===== config.mk =====
export PLATFORM = sky130hd
export DESIGN_NAME = audio_buffer_player
export DESIGN_NICKNAME = d
export VERILOG_FILES = /design/src/rtl/audio_buffer_player_pkg.sv /design/src/rtl/audio_buffer_player_pwm_dac.sv /design/src/rtl/audio_buffer_player.sv
export SDC_FILE = /design/constraint.sdc
export NUM_CORES = 1
export LEC_CHECK = 0
export ABC_AREA = 1
export CAP_MARGIN = 20
export CORE_MARGIN = 3
export CORE_UTILIZATION = 58
export DETAILED_ROUTE_END_ITERATION = 10
export PLACE_DENSITY = 0.81
export RECOVER_POWER = 50
export SLEW_MARGIN = 20
export SYNTH_ARGS = -nofsm -noshare
export SYNTH_HDL_FRONTEND = slang
export SYNTH_SLANG_ARGS = --single-unit

===== constraint.sdc =====
create_clock -name clk -period 6.53 [get_ports clk]
set_input_delay 1.306 -clock clk [delete_from_list [all_inputs] [get_ports clk]]
set_output_delay 1.306 -clock clk [all_outputs]
set_load 0.02 [all_outputs]

===== src/rtl/audio_buffer_player_pkg.sv =====
// rtl/audio_buffer_player_pkg.sv - shared FSM states and buffer constants for audio_buffer_player
package audio_buffer_player_pkg;

  typedef enum logic [1:0] {
    ST_IDLE,
    ST_FETCH,
    ST_STAGED,
    ST_RELEASE
  } state_t;

  localparam int         MARKER_BIT               = 8;
  localparam logic [7:0] CH_MONO                  = 8'd1;
  localparam logic [7:0] CH_STEREO                = 8'd2;
  localparam int         BUFFER_ADDR_BITS_DEFAULT = 10;

  function automatic logic [2:0] frame_bytes(input logic stereo);
    return stereo ? 3'd4 : 3'd2;
  endfunction

endpackage


===== src/rtl/audio_buffer_player_pwm_dac.sv =====
// rtl/audio_buffer_player_pwm_dac.sv - free-running counter PWM of the sample MSBs in offset binary
module pwm_dac #(
  parameter int PWM_BITS = 8
) (
  input  logic                clk,
  input  logic                rst,
  input  logic [PWM_BITS-1:0] sample_msbs,
  output logic                pwm
);

  logic [PWM_BITS-1:0] cnt;
  logic [PWM_BITS-1:0] duty;

  // Flipping the sign bit maps signed -full..+full onto 0..2^PWM_BITS-1.
  assign duty = {~sample_msbs[PWM_BITS-1], sample_msbs[PWM_BITS-2:0]};

  always_ff @(posedge clk or posedge rst) begin
    if (rst) begin
      cnt <= '0;
      pwm <= 1'b0;
    end else begin
      cnt <= cnt + PWM_BITS'(1);
      pwm <= (cnt < duty);
    end
  end

endmodule


===== src/rtl/audio_buffer_player.sv =====
// rtl/audio_buffer_player.sv - drains one PCM buffer at the WAV rate; AUDIO_PLAYER_UNDERRUN_CNT_EN adds underrun_count_o
module audio_buffer_player
  import audio_buffer_player_pkg::*;
#(
  parameter int CLK_FREQ_HZ      = 50000000,
  parameter int BUFFER_ADDR_BITS = BUFFER_ADDR_BITS_DEFAULT,
  parameter int PWM_BITS         = 8
) (
  input  logic                        clk,
  input  logic                        rst,
  input  logic                        play_en_i,
  input  logic [31:0]                 wav_info_sampling_rate_i,
  input  logic [7:0]                  wav_info_audio_channels_i,
  input  logic                        audio_buffer_filled_i,
  output logic                        audio_buffer_empty_o,
  output logic [BUFFER_ADDR_BITS-1:0] audio_buffer_addr_o,
  output logic                        audio_buffer_rden_o,
  input  logic [8:0]                  audio_buffer_data_i,
  output logic [15:0]                 sample_l_o,
  output logic [15:0]                 sample_r_o,
  output logic                        sample_strobe_o,
  output logic                        underrun_o,
  output logic                        pwm_l_o,
  output logic                        pwm_r_o
`ifdef AUDIO_PLAYER_UNDERRUN_CNT_EN
  ,
  output logic [15:0]                 underrun_count_o
`endif
);

  state_t      state, state_next;
  logic [31:0] acc;
  logic [32:0] acc_sum;
  logic        tick;
  logic        stereo;
  logic [2:0]  fb;
  logic [2:0]  issue_cnt;
  logic [1:0]  recv_cnt;
  logic        rd_pending;
  logic [31:0] stage;
  logic        marker;
  logic        start;

  // Fractional rate divider: one tick per CLK_FREQ_HZ/rate cycles on average.
  assign acc_sum = {1'b0, acc} + {1'b0, wav_info_sampling_rate_i};
  assign tick    = (acc_sum >= 33'(CLK_FREQ_HZ));
  assign fb      = frame_bytes(stereo);
  assign marker  = audio_buffer_data_i[MARKER_BIT];
  assign start   = audio_buffer_filled_i && play_en_i &&
                   (wav_info_audio_channels_i == CH_MONO || wav_info_audio_channels_i == CH_STEREO);
  assign audio_buffer_empty_o = (state == ST_RELEASE);

  always_ff @(posedge clk or posedge rst) begin
    if (rst) state <= ST_IDLE;
    else     state <= state_next;
  end

  always_comb begin
    state_next          = state;
    audio_buffer_rden_o = 1'b0;
    case (state)
      ST_IDLE: if (start) state_next = ST_FETCH;
      ST_FETCH: begin
        audio_buffer_rden_o = (issue_cnt < fb);
        if (rd_pending) begin
          if (marker)                               state_next = ST_RELEASE;
          else if ({1'b0, recv_cnt} == fb - 3'd1)  state_next = ST_STAGED;
        end
      end
      ST_STAGED: if (tick) state_next = (audio_buffer_addr_o == '0) ? ST_RELEASE : ST_FETCH;
      ST_RELEASE: state_next = ST_IDLE;
      default: state_next = ST_IDLE;
    endcase
  end

  always_ff @(posedge clk or posedge rst) begin
    if (rst) begin
      acc                 <= '0;
      stereo              <= 1'b0;
      issue_cnt           <= '0;
      recv_cnt            <= '0;
      rd_pending          <= 1'b0;
      stage               <= '0;
      audio_buffer_addr_o <= '0;
      sample_l_o          <= '0;
      sample_r_o          <= '0;
      sample_strobe_o     <= 1'b0;
      underrun_o          <= 1'b0;
    end else begin
      acc             <= tick ? 32'(acc_sum - 33'(CLK_FREQ_HZ)) : acc_sum[31:0];
      rd_pending      <= audio_buffer_rden_o;
      sample_strobe_o <= 1'b0;
      underrun_o      <= tick && (state != ST_STAGED);
      if (audio_buffer_rden_o) begin
        audio_buffer_addr_o <= audio_buffer_addr_o + BUFFER_ADDR_BITS'(1);
        issue_cnt           <= issue_cnt + 3'd1;
      end
      case (state)
        ST_IDLE: begin
          audio_buffer_addr_o <= '0;
          issue_cnt           <= '0;
          recv_cnt            <= '0;
          if (start) stereo <= (wav_info_audio_channels_i == CH_STEREO);
        end
        ST_FETCH: begin
          if (rd_pending && !marker) begin
            stage[{recv_cnt, 3'b000} +: 8] <= audio_buffer_data_i[7:0];
            recv_cnt                       <= recv_cnt + 2'd1;
          end
        end
        ST_STAGED: begin
          if (tick) begin
            sample_l_o      <= stage[15:0];
            sample_r_o      <= stereo ? stage[31:16] : stage[15:0];
            sample_strobe_o <= 1'b1;
            issue_cnt       <= '0;
            recv_cnt        <= '0;
          end
        end
        default: ;
      endcase
    end
  end

`ifdef AUDIO_PLAYER_UNDERRUN_CNT_EN
  logic [15:0] underrun_cnt;

  always_ff @(posedge clk or posedge rst) begin
    if (rst)                                  underrun_cnt <= '0;
    else if (underrun_o && underrun_cnt != 16'hFFFF) underrun_cnt <= underrun_cnt + 16'd1;
  end

  assign underrun_count_o = underrun_cnt;
`endif

  pwm_dac #(.PWM_BITS(PWM_BITS)) u_pwm_l (
    .clk         (clk),
    .rst         (rst),
    .sample_msbs (sample_l_o[15 -: PWM_BITS]),
    .pwm         (pwm_l_o)
  );

  pwm_dac #(.PWM_BITS(PWM_BITS)) u_pwm_r (
    .clk         (clk),
    .rst         (rst),
    .sample_msbs (sample_r_o[15 -: PWM_BITS]),
    .pwm         (pwm_r_o)
  );

endmodule


Word-level counts from Yosys, hierarchy flattened
Cells that the tools add are included.
Operators by class
  multiply operators: 0
  magnitude comparators: 4
  bitwise logic cells: 2
  mux-type cells: 22
  shift operators: 2
  divide/modulo/power cells: 0
  $add $sub $neg: 9
  reductions and logical operators: 15
  eq/ne operators: 12
Operators with widths (count)
  adder 32 x 32 -> 33 bit: 1
  >= comparator 33 x 26 -> 1 bit (second input constant): 1
  bitwise mux 32 bit: 1
  two-way mux 32 bit: 1
  variable shift 8 x 7 -> 32 bit (first input constant): 1
  indexed part select 8 x 7 -> 32 bit: 1
  subtractor 32 x 26 -> 32 bit (second input constant): 1
  two-way mux 10 bit: 2
  adder 8 x 1 -> 8 bit (second input constant): 2
  less-than comparator 8 bit: 2
  two-way mux 16 bit: 1
  two-way mux 2 bit: 8
  adder 10 x 1 -> 10 bit (second input constant): 1
  zero test 10 bit: 1
  inequality test 2 bit (second input constant): 5
  two-way mux 3 bit: 3
  == test 8 x 1 -> 1 bit (second input constant): 1
  == test 8 x 2 -> 1 bit (second input constant): 1
  case mux 2 bit (4 select lines): 1
  negator 5 -> 7 bit: 1
  case mux 2 bit (3 select lines): 1
  case mux 3 bit (2 select lines): 1
  AND reduction 2 bit: 3
  == test 2 bit (second input constant): 2
  17 further kinds: 23
Storage, ports and cells
  register bits: 135
  memories: 0
  latch bits: 0
  RAM bits: 0
  output and inout port bits: 48
  logic and storage cells: 82
  input port bits: 53
  ROM bits: 0

Longest topological paths before layout
Gate-level depths: netlist of run 1.
  word-level depth: 7
  mapped depth: 24
  mapped depth without buffers: 22

Modules after synthesis
A second synthesis of run 1 with hierarchy kept.
Unflattened totals
  cells, all modules: 1377
  area total of the unflattened synthesis: 9569.2 sq um
By module, submodules not included
  audio_buffer_player: area each 8513.2 sq um, sequential area each 2927.8 sq um, cells an instance 1263, instances 1
  pwm_dac: area each 528.0 sq um, sequential area each 225.2 sq um, cells an instance 57, instances 2

Worst setup path after synthesis of run 1
OpenSTA, ideal clock, no wires.
  path type: input port to flip-flop
  from: in wav_info_sampling_rate_i[0]
  to: reg sample_l_o[10]
  stages on the path: 22
  library setup time: 118 ps
  arrival time: 3691 ps
  setup slack: 2721 ps
  required time: 6412 ps
  cells stage by stage: ha_1 fa_1 nand2_1 nand2_1 nand3_1 nand2_1 xnor2_1 ha_1 inv_1 nand2_1 nand2_1 nand2_1 nand2_1 nand2_1 nand2_2 nand2_2 nand2_2 nand2_2 buf_6 buf_6 nand2_2 o21ai_2
On the way
  cells in the longest elaborated chain, start to end: 3
Ends and longest elaborated chain
  start: declaration: line audio_buffer_player.sv:12  | input logic [31:0] wav_info_sampling_rate_i,
  adder 32 x 32 -> 33 bit: line audio_buffer_player.sv:45  | assign acc_sum = {1'b0, acc} + {1'b0, wav_info_sampling_rate_i};
  >= comparator 33 x 26 -> 1 bit: line audio_buffer_player.sv:46  | assign tick = (acc_sum >= 33'(CLK_FREQ_HZ));
  AND reduction 2 bit (no line)
  end signal: assignment: line audio_buffer_player.sv:113  | sample_l_o <= stage[15:0];
  end: declaration: line audio_buffer_player.sv:19  | output logic [15:0] sample_l_o,
Every way passes these cells.
A chain may end at the register's enable or synchronous reset.

Worst setup path after layout of run 1
  from: in wav_info_sampling_rate_i[2]
  to: reg sample_r_o[11]
On the way
  cells in the longest elaborated chain, start to end: 3
Ends and longest elaborated chain
  adder 32 x 32 -> 33 bit: line audio_buffer_player.sv:45
  >= comparator 33 x 26 -> 1 bit: line audio_buffer_player.sv:46
  AND reduction 2 bit (no line)
  end signal: assignment: line audio_buffer_player.sv:114  | sample_r_o <= stereo ? stage[31:16] : stage[15:0];
  end: declaration: line audio_buffer_player.sv:20  | output logic [15:0] sample_r_o,
Every way passes these cells.

==> flow_summary.json, run 1 <==
{
  "power_switching_w": 0.002934,
  "grt_max_degree": 79,
  "antenna_found_initial": 1,
  "async_reset_ff_share_pct": 100.0,
  "synth_ff_type": "dfrtp_1",
  "final_cell_mix": "nand2_1 (455), inv_1 (218), dfrtp_1 (135), nor2_1 (108), nand3_1 (106)",
  "postSynthAreaPerCell_um2": 6.844,
  "synth_edf_count": 0,
  "die_area_um2": 18010,
  "yosys.cell_types.count": 39,
  "p_leak_nw": 6.112,
  "clock-sinks": 135,
  "viasPerCell": 5.346,
  "crit_slowest_cell": "buf_4",
  "pwr-share-seq_pct": 22.3,
  "ctsResizeCount": 0,
  "overflow": 0,
  "startpoint_type": "input pin",
  "finalCriticalPeriod_ps": 5244,
  "cp_max_fo": 65,
  "grt_pass1_vias": 8534,
  "max_clock_freq_mhz": 190.7,
  "synth_seq_area_share_pct": 35.43,
  "ir_worst_vdd_uv": 242.2,
  "hpwl_mm": 19.41,
  "port_buffers": 100,
  "yosys_warnings": 0,
  "htree_levels": 4,
  "globalRoute.busiestLayer": "met2",
  "slew-limit-headroom_pct": -133.4,
  "skew_ps": 10.26,
  "gp_congestion": 0.9793,
  "cts.clk_slew.worst_paths_ps": 60,
  "area_delta_synth_final_pct": 18.44,
  "ys_seq_elements": 135,
  "die_h_um": 134.2,
  "p_sw_share_pct": 50.25,
  "p_comb_share_pct": 60.6,
  "clock_latency_ps": 430,
  "nFillCells": 1404,
  "dieWidth_um": 134.2,
  "synth_top_cell_by_area": "dfrtp_1",
  "use_met1_pct": 40.99,
  "grtUsageTotal_pct": 28.84,
  "core_um2": 16000,
  "finalHoldViolCount": 0,
  "setup_violations": 0,
  "cts_buffers": 17,
  "post-route-period-util_pct": 80.30,
  "status": "finished, violations left",
  "synth_fp_nets": 1505,
  "ctsHoldBuffers": 0,
  "internal_power_w": 0.002905,
  "grt_use_met2_pct": 44.72,
  "setup_ws_ps": 1286,
  "hold_ws_ps": 465.2,
  "place_ws_ps": 1026,
  "drive_gt1_share_pct": 7.560,
  "synthCells": 1393,
  "rsz0062_at_grt": "no",
  "grt_pass1_wl_mm": 41.88,
  "clock_path_buffers": 2,
  "cts_tree": "done",
  "ant_nets": 0,
  "maxCapViolations": 1,
  "cts_setup_buffers": 0,
  "final_common_cell": "nand2_1",
  "drc_errors": 0,
  "finalNonFillerCells": 1724,
  "initial_core_util_pct": 59.59,
  "syn_area_um2": 9534,
  "clockRootBuffer": "clkbuf_16",
  "vias": 9217,
  "maxSlewViolCount": 79,
  "diodes": 0,
  "slowest_delay_ps": 620,
  "drt_iter0_markers": 660,
  "cp.required_ps": 6880,
  "cp.arrival_ps": 5590,
  "fin_nets": 1607,
  "synth_top_area_share_pct": 35.43,
  "worstMarginPinSlew_ps": 3482,
  "setup_tns_ps": 0,
  "grtUsageMet3_pct": 5.814,
  "core.rowCount": 46,
  "dp_cells": 1692,
  "first_pass_iters": 7,
  "synth_area_leaders": "dfrtp_1 (35%), nand2_1 (18%), inv_1 (8.6%)",
  "violations": "capacitance limit, slew limit",
  "path_class": "input pin to register",
  "path_common_cell": "nand2_1",
  "path_cells": "dlygate4sd3_1 > ha_1 > nand3_1 > nand2_1 > nand2_1 > nand2_1 > nand2_1 > nand2_1 > nand2_1 > nand2_1 > nand2_1 > nand2_1 > nand3_1 > nor2_1 > nand3_1 > nor2_1 > nand2_2 > nand2_2 > buf_4 > nand2_1 > o21ai_2",
  "wirelength_mm": 25.33,
  "detail_route.wl_per_cell_um": 14.69,
  "ios": 101,
  "p_clk_share_pct": 17.1,
  "hold_path.class": "register to register",
  "p_per_area_nw_per_um2": 517.0,
  "worst_setup_path_end_kind": "register"
}
critical path, delay by kind of cell:
kind	cells	cell delay [ps]
buffers and inverters	2	1160
AND/OR/NAND/NOR	17	2520
AO/OA/AOI/OAI	1	100
adder cells (fa/ha/maj)	1	460
stage by stage:
stage / util (%) / total power, W / instance area (um2)
after detailed placement: 66.88 / 0.004830 / 10700
after global routing: 70.57 / 0.006359 / 11290
after floorplan: - / 0.003790 / 9534
after CTS: 70.64 / 0.005863 / 11300
after global placement: 66.88 / 0.004747 / 10700
final: 70.57 / 0.005838 / 11290
registers in the layout, summed over array words and instances, names as in the netlist:
signal	count
underrun_o	1
sample_strobe_o	1
rd_pending	1
recv_cnt	2
u_pwm_l.cnt	8
state	2
sample_l_o	16
stereo	1
sample_r_o	16
u_pwm_r.cnt	8
stage	32
u_pwm_l.pwm	1
acc	32
audio_buffer_addr_o	10
issue_cnt	3
u_pwm_r.pwm	1
synthesized netlist by cell type (3+ instances only):
cell,count
o21bai_1,3
nor3_1,15
buf_2,3
nand2_2,26
nand4_1,25
xor2_1,22
o21ai_0,77
nand2_1,454
dfrtp_1,135
inv_2,12
ha_1,58
nor4_1,3
o21ai_1,9
a21oi_1,33
buf_6,6
a21oi_2,4
nand3b_1,8
xnor2_1,4
nor2_1,107
nand3_1,106
nor2_2,12
inv_1,219
clkbuf_1,8
o21ai_2,23
layout make-up:
class	count	area, um2	area share [%]
clock buffers	19	432.9	3.834
clock inverters	13	170.2	1.507
inverters	233	875.8	7.756
multi-input cells	1006	5151	45.62
flip-flops and latches	135	3378	29.92
well taps	216	270.3	2.393
repair buffers	102	1013	8.975
layer usage:
metal | vias to the layer above | share of wire [%]
met3 | 51 | 7.6
met5 | - | 0.051
li1 | 4601 | -
met2 | 341 | 45
met4 | 2 | 2.6
met1 | 4222 | 45
power by group through the flow:
stage	sequential, W	combinational, W	clock (W)
2_1_floorplan	0.00141	0.00238	0
3_3_place_gp	0.00131	0.00344	0
3_5_place_dp	0.00132	0.00351	0
4_1_cts	0.00131	0.00355	0.00101
5_1_grt	0.00133	0.00398	0.00105
6_report	0.00130	0.00354	0.000999
cell families (layout without fill, tap and decap cells):
kind of cell,Yosys count,after routing,synth area share (%)
AND/OR/NAND/NOR,761,761,33.91
buffers and inverters,252,367,10.49
XOR/XNOR,26,26,2.388
adder cells (fa/ha/maj),59,59,7.822
AO/OA/AOI/OAI,159,159,9.856
flip-flops,135,135,35.43
multiplexers,1,1,0.1050
worst paths after layout:
check                                  to  slack (ps)                         from  cells past startpoint
setup / recovery           sample_r_o[11]        1290  wav_info_sampling_rate_i[2]                     21
hold / removal             u_pwm_l.cnt[0]         470               u_pwm_l.cnt[0]                      1
setup reg to reg           sample_r_o[11]        2360                       acc[2]                     20
hold reg to reg            u_pwm_l.cnt[0]         470               u_pwm_l.cnt[0]                      1
max in group asynchronous       stage[15]        1690                          rst                      3
min in group asynchronous          acc[5]        2360                          rst                      2
Note: power is estimated with default switching activity, not from simulation.
==> inputs of run 2 (changes only) <==
Clock period 6.53 ns to 4.96 ns, I/O delays scaled along.
==> flow_summary.json, run 2 (synthesis gave the netlist of run 1 again) <==
{
  "hold_path.class": "register to register",
  "diodes": 0,
  "status": "finished, violations left",
  "finalCriticalPeriod_ps": 4505,
  "setup_violations": 0,
  "rr_startpoint": "acc[0]",
  "cp_max_fo": 65,
  "grt_pass1_wl_mm": 42.51,
  "cp.required_ps": 5310,
  "die_h_um": 134.2,
  "grt_max_degree": 91,
  "cts.clk_slew.worst_paths_ps": 70,
  "cts_tree": "done",
  "port_buffers": 100,
  "first_pass_iters": 6,
  "total_power_w": 0.007606,
  "vias": 9301,
  "p_per_area_nw_per_um2": 674.6,
  "final_cell_mix": "nand2_1 (455), inv_1 (218), dfrtp_1 (135), nor2_1 (108), nand3_1 (106)",
  "clock_latency_ps": 430,
  "area_delta_synth_final_pct": 18.25,
  "fin_area_um2": 11270,
  "reg_top3": "acc x32, stage x32",
  "detail_route.wl_per_cell_um": 14.87,
  "drc_errors": 0,
  "hpwl_mm": 19.34,
  "cts_buffers": 17,
  "worstMarginPinSlew_ps": 2022,
  "slew-limit-headroom_pct": -34.77,
  "p_leak_nw": 6.055,
  "max_clock_freq_mhz": 222.0,
  "drt_iter0_markers": 768,
  "violations": "capacitance limit, slew limit",
  "reg2reg_setup_slack_ps": 1220,
  "final_common_cell": "nand2_1",
  "clock_path_buffers": 2,
  "grtUsageTotal_pct": 29.21,
  "maxCapViolations": 1,
  "skew_ps": 15.06,
  "cp.arrival_ps": 4850,
  "ctsResizeCount": 0,
  "viasPerCell": 5.386,
  "clockRootBuffer": "clkbuf_16",
  "min_to": "u_pwm_l.cnt[0]",
  "core.rowCount": 46,
  "worst_setup_path_end_kind": "register",
  "rsz0062_at_grt": "no",
  "overflow": 0,
  "ir_worst_vdd_uv": 324.2,
  "slowest_delay_ps": 620,
  "place_ws_ps": 247.4,
  "cts_setup_buffers": 0,
  "crit_slowest_cell": "buf_4",
  "hold_start": "u_pwm_l.cnt[0]",
  "antenna_found_initial": 0,
  "finalHoldViolCount": 0,
  "r2r_end": "sample_r_o[1]",
  "clock-sinks": 135,
  "wirelength_mm": 25.69,
  "gp_congestion": 0.9904,
  "ctsHoldBuffers": 0,
  "path_class": "input pin to register",
  "grt_pass1_vias": 8769,
  "nFillCells": 1391,
  "die_area_um2": 18010,
  "htree_levels": 4,
  "dieWidth_um": 134.2,
  "initial_core_util_pct": 59.59,
  "startpoint_type": "input pin",
  "ios": 101,
  "placed_cell_area_um2": 10720,
  "maxSlewViolCount": 91,
  "post-route-period-util_pct": 90.82,
  "reg2reg_depth": 21,
  "drive_gt1_share_pct": 7.743,
  "setup_tns_ps": 0,
  "setup_ws_ps": 455.1,
  "hold_path_depth": 1,
  "core_um2": 16000,
  "path_cells": "dlygate4sd3_1 > ha_1 > fa_1 > nand2_1 > nand2_1 > nand3_1 > nand2_1 > xnor2_1 > ha_1 > inv_1 > nand2_1 > nand2_1 > nand2_1 > nand2_1 > nand2_1 > nand2_2 > nand2_2 > nand2_2 > nand2_2 > buf_4 > nand2_1 > o21ai_1",
  "path_common_cell": "nand2_1",
  "fin_nets": 1610,
  "ant_nets": 0
}
## run 2: report_power, final
group / switching (W) / leakage, nW / total, W / internal [W]
Combinational: 0.00308 / 4.12 / 0.00466 / 0.00158
Sequential: 0.000234 / 1.66 / 0.00173 / 0.00150
Clock: 0.000541 / 0.276 / 0.00122 / 0.000674
Total: 0.00385 / 6.06 / 0.00761 / 0.00375
## run 2: per-stage QoR
step / hold slack [ps] / util [%] / cells
after floorplan: 434.1 / - / 1393
after global placement: 452.0 / 67.02 / 1695
after detailed placement: 461.8 / 67.02 / 1695
after CTS: 471.2 / 70.55 / 1727
after global routing: 484.3 / 70.46 / 1727
final: 470.5 / 70.46 / 1727
## run 2: per-layer routing
layer / vias up / GRT usage [%] / share of wire [%]
li1: 4602 / - / -
met1: 4269 / 40.35 / 44
met2: 394 / 47.18 / 46
met3: 36 / 5.289 / 7.6
met4: 0 / 8.767 / 2.1
met5: - / 0 / 0
## run 2: final cells by class
class,count,area (um2),share of cell area [%]
Clock buffer,18,439.2,3.895
Clock inverter,14,126.4,1.121
Inverter,233,878.3,7.790
Multi-Input combinational cell,1006,5151,45.69
Sequential cell,135,3378,29.96
Tap cell,216,270.3,2.397
Timing Repair Buffer,105,1031,9.144
## run 2: worst max-delay path, delay by kind of cell
kind,cells,cell delay (ps)
buffers and inverters,3,1230
adder cells (fa/ha/maj),3,890
AND/OR/NAND/NOR,14,1230
AO/OA/AOI/OAI,1,130
XOR/XNOR,1,330
## run 2: worst max path at each step
stage                                startpoint             to  slack [ps]  cells past startpoint
floorplan                                   rst         acc[0]         360                      1
global route        wav_info_sampling_rate_i[0]  sample_r_o[1]         140                     22
finish              wav_info_sampling_rate_i[0]  sample_r_o[1]         460                     22
detailed placement  wav_info_sampling_rate_i[0]  sample_l_o[0]         250                     22
global placement    wav_info_sampling_rate_i[0]  sample_l_o[0]         400                     22
CTS                 wav_info_sampling_rate_i[0]  sample_r_o[1]         670                     22
==> inputs of run 3 (changes only) <==
Settings changed: ABC_CLOCK_PERIOD_IN_PS set to 4960, CORE_UTILIZATION 58 to 45, PLACE_DENSITY 0.81 to 0.66.
==> flow_summary.json, run 3 (synthesis gave the netlist of run 1 again) <==
{
  "status": "finished, violations left",
  "violations": "capacitance limit, slew limit",
  "first_pass_iters": 5,
  "grtUsageTotal_pct": 23.57,
  "antenna_found_initial": 0,
  "finalCriticalPeriod_ps": 4269,
  "hold_path.class": "register to register",
  "worst_setup_path_end_kind": "register",
  "vias": 9086,
  "hold_start": "u_pwm_r.cnt[0]",
  "dieWidth_um": 151.6,
  "pwr-share-seq_pct": 22.5,
  "path_class": "input pin to register",
  "port_buffers": 100,
  "clock_path_buffers": 2,
  "internal_power_w": 0.003839,
  "detail_route.wl_per_cell_um": 14.80,
  "drive_gt1_share_pct": 7.677,
  "grt_pass1_vias": 8730,
  "startpoint_type": "input pin",
  "clock_latency_ps": 420,
  "cts.clk_slew.worst_paths_ps": 60,
  "cp.arrival_ps": 4620,
  "viasPerCell": 5.102,
  "final_common_cell": "nand2_1",
  "ctsResizeCount": 0,
  "p_clk_share_pct": 17.0,
  "initial_core_util_pct": 46.52,
  "wirelength_mm": 26.36,
  "p_sw_share_pct": 50.19,
  "grt_max_degree": 98,
  "die_h_um": 151.6,
  "maxSlewViolCount": 98,
  "maxCapViolations": 1,
  "p_comb_share_pct": 60.4,
  "skew_ps": 11.61,
  "clockRootBuffer": "clkbuf_16",
  "setup.worst_path.start": "wav_info_sampling_rate_i[0]",
  "cts_buffers": 17,
  "dp_cells": 1749,
  "power_switching_w": 0.003869,
  "gp_congestion": 0.9724,
  "r2r_end": "sample_l_o[14]",
  "cts_tree": "done",
  "ctsHoldBuffers": 0,
  "p_per_area_nw_per_um2": 677.0,
  "finalNonFillerCells": 1781,
  "wl_met1_mm": 12.56,
  "worstMarginPinSlew_ps": 2161,
  "htree_levels": 4,
  "max_clock_freq_mhz": 234.3,
  "ant_nets": 0,
  "post-route-period-util_pct": 86.07,
  "reg2reg_setup_slack_ps": 1460,
  "diodes": 0,
  "core_um2": 20490,
  "rr_startpoint": "acc[0]",
  "cp-endpoint": "sample_l_o[14]",
  "wl_met3_mm": 1.619,
  "core.rowCount": 52,
  "cts_setup_buffers": 0,
  "clock-sinks": 135,
  "overflow": 0,
  "setup_tns_ps": 0,
  "ios": 101,
  "die_area_um2": 22970,
  "final_cell_mix": "nand2_1 (455), inv_1 (218), dfrtp_1 (135), nor2_1 (108), nand3_1 (106)",
  "route.top_layer_used": "met4",
  "wl_met2_mm": 11.71,
  "hold_ws_ps": 472.5,
  "finalHoldViolCount": 0,
  "grt_pass1_wl_mm": 42.87,
  "reg2reg_depth": 21,
  "slew-limit-headroom_pct": -44.05,
  "cp.required_ps": 5310,
  "rsz0062_at_grt": "no",
  "drt_iter0_markers": 724,
  "area_delta_synth_final_pct": 19.41,
  "fin_nets": 1610,
  "reg_top3": "acc x32, stage x32",
  "cp_max_fo": 52,
  "p_leak_nw": 6.072,
  "ir_worst_vdd_uv": 278.8,
  "hpwl_mm": 20.19,
  "drc_errors": 0,
  "setup_violations": 0,
  "nFillCells": 2051
}
run 3: cell count changes in the layout (fill, tap and decap cells not counted):
cell / before / now
buf_4: 3 / 2
inv_6: 5 / 3
bufinv_16: 0 / 2
clkdlybuf4s50_1: 97 / 98
dlygate4sd3_1: 3 / 2
clkbuf_1: 2 / 3
buf_12: 0 / 1
inv_8: 4 / 3
clkinv_4: 2 / 3
clkbuf_8: 1 / 0
run 3: power groups by stage:
| stage | Clock, W | Combinational (W) | Sequential (W) |
|---|---|---|---|
| floorplan | 0 | 0.00313 | 0.00186 |
| global placement | 0 | 0.00451 | 0.00176 |
| detailed placement | 0 | 0.00459 | 0.00176 |
| CTS | 0.00133 | 0.00462 | 0.00174 |
| global route | 0.00138 | 0.00527 | 0.00177 |
| finish | 0.00131 | 0.00466 | 0.00174 |
run 3: worst min-delay path by stage:
| stage | slack [ps] | endpoint | cells past startpoint |
|---|---|---|---|
| after global placement | 460 | u_pwm_l.cnt[0] | 1 |
| after CTS | 480 | u_pwm_r.cnt[0] | 1 |
| after detailed placement | 470 | u_pwm_r.cnt[0] | 1 |
| final | 470 | u_pwm_r.cnt[0] | 1 |
| after floorplan | 430 | u_pwm_r.cnt[0] | 1 |
| after global routing | 510 | u_pwm_l.cnt[0] | 1 |
run 3: metrics by stage:
step                total power, W  setup slack (ps)  util (%)  instance area (um2)
finish                    0.007707             691.1     55.55                11380
global route              0.008421             381.4     55.55                11380
CTS                       0.007699             857.2     55.62                11400
detailed placement        0.006343             410.1     52.71                10800
global placement          0.006271             531.2     52.71                10800
floorplan                 0.004990             356.9         -                 9534
run 3: layout make-up:
type / count / area (um2) / share of cell area, %
clock inverters: 14 / 166.4 / 1.462
inverters: 233 / 878.3 / 7.715
well taps: 270 / 337.8 / 2.967
repair buffers: 105 / 1044 / 9.166
multi-input cells: 1006 / 5151 / 45.25
flip-flops and latches: 135 / 3378 / 29.67
clock buffers: 18 / 429.2 / 3.770
run 3: layer usage:
| layer | track usage, % | up-vias |
|---|---|---|
| met2 | 36.76 | 288 |
| li1 | - | 4601 |
| met4 | 6.694 | 0 |
| met1 | 33.39 | 4158 |
| met5 | 0 | - |
| met3 | 4.729 | 39 |
run 3: critical path: stages:
cell	delay, ps
dlygate4sd3_1	530
ha_1	240
fa_1	460
nand2_1	100
nand2_1	70
nand3_1	90
nand2_1	100
xnor2_1	310
ha_1	210
inv_1	60
nand2_1	60
nand2_1	80
nand2_1	100
nand2_1	90
nand2_1	100
nand2_2	70
nand2_2	90
nand2_2	70
nand2_2	250
buf_12	320
nand2_1	120
o21ai_2	70
